===== src/rtl/pwm_multi_duty.sv =====
// -----------------------------------------------------------------------------
// pwm_multi_duty
//
// Multi-channel PWM generator. A single period counter is shared by NCH
// duty comparators. Each channel has its own duty value and output polarity.
// The counter runs either edge-aligned (0..P, then wrap) or centre-aligned
// (0..P..1, then back to 0). All configuration goes through shadow registers
// and is only promoted to the active set at a period boundary, or while the
// generator is idle. This means a running waveform never sees a partially
// updated configuration.
//
// Parameters
//   CNT_W  width of the counter, period and duty values
//   NCH    number of PWM channels
//
// Ports
//   clk          system clock, rising edge
//   rst          asynchronous active-low reset
//   en           1 = counter runs, 0 = counter parked at 0 and outputs idle
//   load         1-cycle strobe that captures the *_in values
//   period_in    terminal count P
//   duty_in      per-channel duty, channel i at [i*CNT_W +: CNT_W]
//   mode_in      0 = edge-aligned, 1 = centre-aligned
//   pol_in       per-channel polarity, 1 inverts the output
//   pwm_out      registered PWM outputs
//   period_tick  1-cycle pulse in the cycle whose output reflects cnt == 0
//   upd_ack      1-cycle pulse when new configuration becomes active
// -----------------------------------------------------------------------------
module pwm_multi_duty #(
  parameter int CNT_W = 8,
  parameter int NCH   = 4
) (
  input  logic                 clk,
  input  logic                 rst,
  input  logic                 en,
  input  logic                 load,
  input  logic [CNT_W-1:0]     period_in,
  input  logic [NCH*CNT_W-1:0] duty_in,
  input  logic                 mode_in,
  input  logic [NCH-1:0]       pol_in,
  output logic [NCH-1:0]       pwm_out,
  output logic                 period_tick,
  output logic                 upd_ack
);

  localparam logic DIR_UP      = 1'b0;
  localparam logic DIR_DOWN    = 1'b1;
  localparam logic MODE_EDGE   = 1'b0;
  localparam logic MODE_CENTRE = 1'b1;

  localparam logic [CNT_W-1:0] CNT_ZERO   = '0;
  localparam logic [CNT_W-1:0] CNT_ONE    = CNT_W'(1);
  localparam logic [CNT_W-1:0] PERIOD_RST = '1;

  // ---------------------------------------------------------------------------
  // State
  // ---------------------------------------------------------------------------
  logic [CNT_W-1:0]     cnt_q, cnt_d;
  logic                 dir_q, dir_d;

  logic [CNT_W-1:0]     act_period_q, act_period_d;
  logic [NCH*CNT_W-1:0] act_duty_q,   act_duty_d;
  logic                 act_mode_q,   act_mode_d;
  logic [NCH-1:0]       act_pol_q,    act_pol_d;

  logic [CNT_W-1:0]     sh_period_q,  sh_period_d;
  logic [NCH*CNT_W-1:0] sh_duty_q,    sh_duty_d;
  logic                 sh_mode_q,    sh_mode_d;
  logic [NCH-1:0]       sh_pol_q,     sh_pol_d;
  logic                 pending_q,    pending_d;

  logic [NCH-1:0]       pwm_q,        pwm_d;
  logic                 tick_q,       tick_d;
  logic                 ack_q,        ack_d;

  // ---------------------------------------------------------------------------
  // Free-running counter successor (ignores en and configuration updates)
  // ---------------------------------------------------------------------------
  logic [CNT_W-1:0] cnt_run;
  logic             dir_run;

  always_comb begin
    cnt_run = CNT_ZERO;
    dir_run = DIR_UP;
    if (act_mode_q == MODE_EDGE) begin
      // The >= test (rather than ==) keeps the counter bounded even if cnt
      // were ever above P. Updates only land at cnt 0, so this cannot occur
      // in normal operation.
      if (cnt_q >= act_period_q) begin
        cnt_run = CNT_ZERO;
      end else begin
        cnt_run = cnt_q + CNT_ONE;
      end
    end else if (act_period_q == CNT_ZERO) begin
      cnt_run = CNT_ZERO;
      dir_run = DIR_UP;
    end else if (dir_q == DIR_UP) begin
      if (cnt_q >= act_period_q) begin
        // Turn around at the top. With P == 1 the next value is already 0,
        // so the direction goes straight back to up.
        cnt_run = cnt_q - CNT_ONE;
        dir_run = (cnt_run == CNT_ZERO) ? DIR_UP : DIR_DOWN;
      end else begin
        cnt_run = cnt_q + CNT_ONE;
        dir_run = DIR_UP;
      end
    end else begin
      if (cnt_q == CNT_ZERO) begin
        cnt_run = CNT_ZERO;
      end else begin
        cnt_run = cnt_q - CNT_ONE;
      end
      dir_run = (cnt_run == CNT_ZERO) ? DIR_UP : DIR_DOWN;
    end
  end

  // ---------------------------------------------------------------------------
  // Update arbitration
  // ---------------------------------------------------------------------------
  // Idle cycles (en == 0) are treated like period boundaries. A pending
  // shadow is promoted at once, and a load seen while idle is applied
  // directly, the same as a load in a terminal cycle.
  logic terminal;
  logic upd_now;
  logic apply_in;
  logic apply_sh;

  always_comb begin
    terminal = en && (cnt_run == CNT_ZERO);
    upd_now  = terminal || !en;
    apply_in = upd_now && load;
    apply_sh = upd_now && !load && pending_q;
  end

  // ---------------------------------------------------------------------------
  // Next-state logic
  // ---------------------------------------------------------------------------
  always_comb begin
    cnt_d        = en ? cnt_run : CNT_ZERO;
    dir_d        = en ? dir_run : DIR_UP;

    act_period_d = act_period_q;
    act_duty_d   = act_duty_q;
    act_mode_d   = act_mode_q;
    act_pol_d    = act_pol_q;

    sh_period_d  = sh_period_q;
    sh_duty_d    = sh_duty_q;
    sh_mode_d    = sh_mode_q;
    sh_pol_d     = sh_pol_q;
    pending_d    = pending_q;

    // A later load simply overwrites the shadow, so the last one wins.
    if (load) begin
      sh_period_d = period_in;
      sh_duty_d   = duty_in;
      sh_mode_d   = mode_in;
      sh_pol_d    = pol_in;
      pending_d   = 1'b1;
    end

    if (apply_in) begin
      act_period_d = period_in;
      act_duty_d   = duty_in;
      act_mode_d   = mode_in;
      act_pol_d    = pol_in;
      pending_d    = 1'b0;
    end else if (apply_sh) begin
      act_period_d = sh_period_q;
      act_duty_d   = sh_duty_q;
      act_mode_d   = sh_mode_q;
      act_pol_d    = sh_pol_q;
      pending_d    = 1'b0;
    end

    // Every new configuration starts its first period from the bottom.
    if (apply_in || apply_sh) begin
      cnt_d = CNT_ZERO;
      dir_d = DIR_UP;
    end
  end

  // ---------------------------------------------------------------------------
  // Output compare. The values come from the current (pre-update) count and
  // active set, so an update never truncates the pulse of the closing period.
  // ---------------------------------------------------------------------------
  always_comb begin
    pwm_d = '0;
    for (int i = 0; i < NCH; i++) begin
      pwm_d[i] = act_pol_q[i] ^ (en && (cnt_q < act_duty_q[i*CNT_W +: CNT_W]));
    end
    tick_d = en && (cnt_q == CNT_ZERO) &&
             ((dir_q == DIR_UP) || (act_period_q == CNT_ZERO));
    ack_d  = apply_in || apply_sh;
  end

  // ---------------------------------------------------------------------------
  // Registers
  // ---------------------------------------------------------------------------
  always_ff @(posedge clk or negedge rst) begin
    if (!rst) begin
      cnt_q        <= CNT_ZERO;
      dir_q        <= DIR_UP;
      act_period_q <= PERIOD_RST;
      act_duty_q   <= '0;
      act_mode_q   <= MODE_EDGE;
      act_pol_q    <= '0;
      sh_period_q  <= PERIOD_RST;
      sh_duty_q    <= '0;
      sh_mode_q    <= MODE_EDGE;
      sh_pol_q     <= '0;
      pending_q    <= 1'b0;
      pwm_q        <= '0;
      tick_q       <= 1'b0;
      ack_q        <= 1'b0;
    end else begin
      cnt_q        <= cnt_d;
      dir_q        <= dir_d;
      act_period_q <= act_period_d;
      act_duty_q   <= act_duty_d;
      act_mode_q   <= act_mode_d;
      act_pol_q    <= act_pol_d;
      sh_period_q  <= sh_period_d;
      sh_duty_q    <= sh_duty_d;
      sh_mode_q    <= sh_mode_d;
      sh_pol_q     <= sh_pol_d;
      pending_q    <= pending_d;
      pwm_q        <= pwm_d;
      tick_q       <= tick_d;
      ack_q        <= ack_d;
    end
  end

  assign pwm_out     = pwm_q;
  assign period_tick = tick_q;
  assign upd_ack     = ack_q;

endmodule


===== config.mk =====
export PLATFORM = sky130hd
export DESIGN_NAME = pwm_multi_duty
export DESIGN_NICKNAME = d
export VERILOG_FILES = /design/src/rtl/pwm_multi_duty.sv
export SDC_FILE = /design/constraint.sdc
export NUM_CORES = 1
export LEC_CHECK = 0
export CAP_MARGIN = 20
export CORE_MARGIN = 4
export CORE_UTILIZATION = 58
export CTS_CLUSTER_DIAMETER = 30
export DETAILED_ROUTE_END_ITERATION = 16
export GPL_TIMING_DRIVEN = 1
export PLACE_DENSITY_LB_ADDON = 0.15
export SYNTH_ARGS = -nofsm -noshare
export SYNTH_HDL_FRONTEND = slang
export SYNTH_SLANG_ARGS = --single-unit

===== constraint.sdc =====
create_clock -name clk -period 9.6 [get_ports clk]
set_clock_uncertainty 0.05 [all_clocks]
set_input_delay 1.92 -clock clk [delete_from_list [all_inputs] [get_ports clk]]
set_output_delay 1.92 -clock clk [all_outputs]
set_load 0.02 [all_outputs]

==> results of run 1 <==
[how the worst min path moves through the flow]
stage                     cells past startpoint           from       endpoint
after detailed placement                      1  sh_duty_q[28]  sh_duty_q[28]
after floorplan                               1   act_pol_q[0]     pwm_out[0]
after CTS                                     1  sh_duty_q[28]  sh_duty_q[28]
after global placement                        1  sh_duty_q[28]  sh_duty_q[28]
after global routing                          1  sh_duty_q[13]  sh_duty_q[13]
final                                         1  sh_duty_q[28]  sh_duty_q[28]
[report_power, final]
group,switching (W),internal (W),leakage [nW]
Combinational,0.000472,0.000426,1.85
Sequential,0.000131,0.000599,1.26
Clock,0.000151,0.000143,0.106
[flip-flops by register name, indices dropped and copies added, names as in the netlist, 4 cells and up]
| register | cells |
|---|---|
| sh_duty_q | 32 |
| act_pol_q | 4 |
| pwm_out | 4 |
| sh_pol_q | 4 |
| cnt_q | 8 |
| act_duty_q | 32 |
| act_period_q | 8 |
| sh_period_q | 8 |
[layout make-up]
type	count	area, sq um
Clock inverter	3	46.3
Tap cell	136	170
Timing Repair Buffer	58	566
Multi-Input combinational cell	432	3170
Clock buffer	13	169
Inverter	61	229
Fill cell	857	3390
Sequential cell	106	2670
[cell usage in the layout (no fill, tap or decap), types with 8 or more instances in the layout]
cell type,count
o21ai_0,95
mux2i_1,11
a2bb2oi_2,9
ha_1,39
dfstp_2,16
o211ai_1,22
a21o_1,17
a21oi_1,11
dfrtp_1,90
clkbuf_8,12
clkdlybuf4s50_1,52
nand2b_1,31
mux2_2,27
o22ai_1,22
mux2_4,8
inv_1,61
nand2_1,51
[critical path: stages]
cell,delay (ns)
clkdlybuf4s50_1,0.45
buf_4,0.38
nand2b_1,0.81
o22ai_1,0.19
o21ai_0,0.26
o21ai_0,0.13
o21ai_0,0.19
[cells by family (layout without fill, tap and decap cells)]
| logic type | Yosys count | after routing | synth area share |
|---|---|---|---|
| buf+inv | 98 | 135 | 0.0645 |
| flops | 106 | 106 | 0.428 |
| xor+xnor | 8 | 8 | 0.0112 |
| simple gates | 131 | 131 | 0.111 |
| compound gates | 208 | 208 | 0.222 |
| mux | 46 | 46 | 0.0855 |
| fa+ha+maj | 39 | 39 | 0.0781 |
[metal layers]
layer | vias to the layer above | track usage | routed length [um]
li1 | 2317 | - | -
met1 | 2382 | 0.290 | 5960
met2 | 127 | 0.384 | 6710
met3 | 18 | 0.0565 | 678
met4 | 0 | 0.0616 | 187
met5 | - | 0 | 0
[per-stage QoR]
| stage | std cells | total power [W] | worst slack, ns | utilization | cell area, sq um |
|---|---|---|---|---|---|
| final | 809 | 0.00192 | 5.48 | 0.674 | 7030 |
| after global placement | 793 | 0.00158 | 5.24 | 0.654 | 6810 |
| after detailed placement | 793 | 0.00163 | 5.12 | 0.654 | 6810 |
| after CTS | 809 | 0.00193 | 5.53 | 0.674 | 7030 |
| after global routing | 809 | 0.00209 | 5.18 | 0.674 | 7030 |
| after floorplan | 636 | 0.00142 | 6.21 | - | 6250 |
==> results.cfg, run 1 <==
[layout]
drive_above_1_share = 0.155
nNetsFinal = 756
layout-area-overhead-vs-synth_pct = 12.4
antenna_cells = 0

[setup_path]
crit-reg2reg-launch = cnt_q[3]
r2r-end = act_duty_q[26]
cp_max_fo = 40
worstSetupEndpoint = act_duty_q[12]
end_kind = flop
cp-start-kind = input port
r2r_cells = 9
r2r_setup_slack_ns = 5.49
criticalPathCategory = in2reg
startpoint = en
critPathRequiredTime_ns = 9.85
arrival_ns = 4.38

[drt]
vias_per_cell = 5.99
vias = 4844
drtIter0Drc = 274
wire_per_inst_um = 16.7
routed_wl_um = 13500
drc = 0
postRouteAntennaNets = 0
firstDrtPassIters = 5

[sta]
relSlewSlack = 0.336
finalHoldViolCount = 0
fin_crit_ns = 4.12
clock.fmax_mhz = 242
tns_ns = 0
whs_ns = 0.451
fin_crit_sh = 0.430
tightest_slew_ns = 0.996
rsz0062_at_grt = false
setup_viol = 0
slew_violations = 0

[clocking]
clk_latency_ns = 0.38
clock_path_buffers = 2
clkTransAtPathRegs_ns = 0.10
post_cts_buffers = 0
cts_tree = built
htreeDepth = 3
cts-buffers-inserted = 9
cts_resized = 0
root_buffer = clkbuf_8
cts_sinks = 106
postCtsHoldBufs = 0

[yosys]
ys.flop_type = dfrtp_1
synth_top_area_frac = 0.360
netlist_area_sq_um = 6250
synth_edf_count = 0
syn_nets = 724
synth-seq-cells = 106
synthTopCellsByCount = o21ai_0 (95), dfrtp_1 (90), inv_1 (61)
synth_area_leader_cell = dfrtp_1
yosysUniqueCellTypes = 59
yosysMostFrequentCell = o21ai_0
async_reset_ff_frac = 1.00
seq_area_frac_synth = 0.428
synth_area_leaders = dfrtp_1 (36%), ha_1 (7.8%), o21ai_0 (7.6%), dfstp_2 (6.7%), mux2_2 (4.9%)
avgSynthCellArea_sq_um = 9.82
ys_warn_count = 0
synthesis.instances = 636

[global_route]
antenna_found_initial = 0
grt_start_max_net_pins = 71
track_usage = 0.227
grt_pass1_wl_um = 23300
overflow = 0
grt_pass1_vias = 4875

[hold_path]
hold_path_class = reg2reg

[run]
max_cap_viol_count = 0

[floorplanning]
die_x_um = 112
ioPinCount = 55
design.core.area_sq_um = 10400
fp-row-count = 37
fp.dieH_um = 112
start_util = 0.600
dieArea_sq_um = 12500

[power_and_ir_drop]
p_per_area_nw_per_um2 = 273
ir_worst_vdd_v = 0.000167
leakage_nw = 3.21

[place]
hpwl_um = 9020
place.gp.congestion = 0.867
port_buffers = 54

[status]
outcome = finished, final reports clean
Power figures use the tool's default switching activity.
==> run 2: changes to the inputs <==
- CORE_UTILIZATION: 58 -> 53
- clock period: 9.6 -> 3.5 ns (I/O delays scaled with it)
==> run 2 against run 1 <==
  * Sequential share of layout area down 1.6 points
  * Critical path type is now reg2reg
  * Clock-buffer cell count down 2
  * Highest routed layer unchanged
  * Clock power rose to 3.7 times the previous value
==> results.cfg, run 2 (synthesized netlist as in run 1, its figures left out) <==
[drt]
postRouteAntennaNets = 0
vias_per_cell = 5.89
vias = 4932
drc = 0
drtIter0Drc = 289
firstDrtPassIters = 7
routed_wl_um = 14500
wire_per_inst_um = 17.4

[place]
place_inst = 817
place.gp.congestion = 0.961
hpwl_um = 9860
dp_slack_ns = 0.0368
port_buffers = 54

[setup_path]
cp_max_fo = 9
criticalPathCategory = reg2reg
r2r_cells = 11
r2r_setup_slack_ns = 0.08
critPathRequiredTime_ns = 3.74
r2r-end = act_period_q[0]
cp-start-kind = flop
end_kind = flop
arrival_ns = 3.66
crit-reg2reg-launch = act_period_q[2]

[clocking]
clock_path_buffers = 2
root_buffer = clkbuf_16
cts_sinks = 106
clkTransAtPathRegs_ns = 0.07
clk_latency_ns = 0.36
cts_tree = built
postCtsHoldBufs = 0
cts-buffers-inserted = 9
htreeDepth = 3

[run]
max_cap_viol_count = 0

[layout]
final_cells = 837
antenna_cells = 0
layout-area-overhead-vs-synth_pct = 17.3
drive_above_1_share = 0.183
seqCellArea_sq_um = 2670
fillCellCount = 927
mostFrequentLayoutCells = o21ai_0 (94), dfrtp_1 (90), inv_1 (61)
multi_input_area_sq_um = 3190
reg_top3 = act_duty_q (32), sh_duty_q (32)
layout_commonest_cell = o21ai_0
nNetsFinal = 777

[power_and_ir_drop]
clkPwrFrac = 0.186
switching_share = 0.382
power_frac_seq = 0.336
p_int_w = 0.00355
combPwrFrac = 0.478
leakage_nw = 3.38
p_per_area_nw_per_um2 = 784
p_sw_w = 0.00220
ir_worst_vdd_v = 0.000461

[floorplanning]
fp.dieH_um = 117
start_util = 0.545
design.core.area_sq_um = 11500
ioPinCount = 55
die_x_um = 117
fp-row-count = 39
dieArea_sq_um = 13600

[hold_path]
hold_path_class = in2async

[status]
outcome = finished, final reports clean

[sta]
setup_ws_ns = 0.0834
fin_crit_sh = 0.976
clock.fmax_mhz = 293
fin_crit_ns = 3.42
tightest_slew_ns = 0.989
slew_violations = 0
finalHoldViolCount = 0
relSlewSlack = 0.341
setup_viol = 0

[global_route]
track_usage = 0.229
grt_start_max_net_pins = 68
overflow = 0
grt_pass1_vias = 4995
antenna_found_initial = 0
grt_pass1_wl_um = 24400
-- run 2: changes by cell type in the layout (fill, tap and decap cells not counted), moves of 2 or more --
cell	previous run	this run
clkbuf_8	12	2
buf_12	0	2
buf_4	6	25
clkbuf_16	0	9
-- run 2: final cells by class --
cell class / count / area share
clock buffer: 11 / 0.0345
clock inverter: 5 / 0.00820
inverter: 61 / 0.0312
multi-input combinational: 432 / 0.435
sequential: 106 / 0.365
tap: 143 / 0.0244
timing repair buffer: 79 / 0.102
-- run 2: critical path, cell delays in order (launching register included) --
cell and delay (ns):
dfstp_2 0.55, inv_1 0.04, ha_1 0.25, or3_1 0.35, a21oi_1 0.28, o311a_2 0.31
a211oi_1 0.09, nor4_2 0.39, nand4_2 0.23, a21oi_4 0.24, buf_4 0.24, mux2_4 0.31
-- run 2: worst max-delay path by stage --
stage / startpoint / end / slack [ns] / depth (start not counted)
after floorplan: cnt_q[0] / act_duty_q[30] / 0.33 / 12
after global placement: act_period_q[2] / act_period_q[1] / 0.24 / 11
after detailed placement: act_period_q[4] / act_period_q[0] / 0.04 / 11
after CTS: act_period_q[2] / act_period_q[0] / 0.04 / 11
after global routing: act_period_q[2] / act_period_q[0] / -0.02 / 11
final: act_period_q[2] / act_period_q[0] / 0.08 / 11
-- run 2: layer usage --
| layer | track usage | routed length [um] |
|---|---|---|
| met4 | 0.0757 | 233 |
| met1 | 0.304 | 6460 |
| met2 | 0.373 | 7130 |
| met5 | 0 | 0 |
| met3 | 0.0513 | 698 |
-- run 2: power by group through the flow --
stage / Clock (W) / Sequential [W] / Combinational, W
6_report: 0.00107 / 0.00193 / 0.00275
3_5_place_dp: 0 / 0.00195 / 0.00269
4_1_cts: 0.00109 / 0.00193 / 0.00272
5_1_grt: 0.00113 / 0.00198 / 0.00308
2_1_floorplan: 0 / 0.00191 / 0.00198
3_3_place_gp: 0 / 0.00193 / 0.00259
-- run 2: timing repair --
action                                  in CTS  in global routing
setup buffers                                0                  4
pin swaps                                    0                  1
endpoints found under the setup margin       2                 10
resized for setup                            2                  1
-- run 2: per-stage QoR --
step | util | setup TNS [ns] | hold slack (ns) | total power [W] | cell area (sq um)
global route | 0.639 | -0.0605 | 0.323 | 0.00619 | 7330
floorplan | - | 0 | 0.354 | 0.00389 | 6250
finish | 0.639 | 0 | 0.279 | 0.00575 | 7330
detailed placement | 0.608 | 0 | 0.436 | 0.00464 | 6970
global placement | 0.608 | 0 | 0.430 | 0.00452 | 6970
CTS | 0.636 | 0 | 0.292 | 0.00573 | 7300
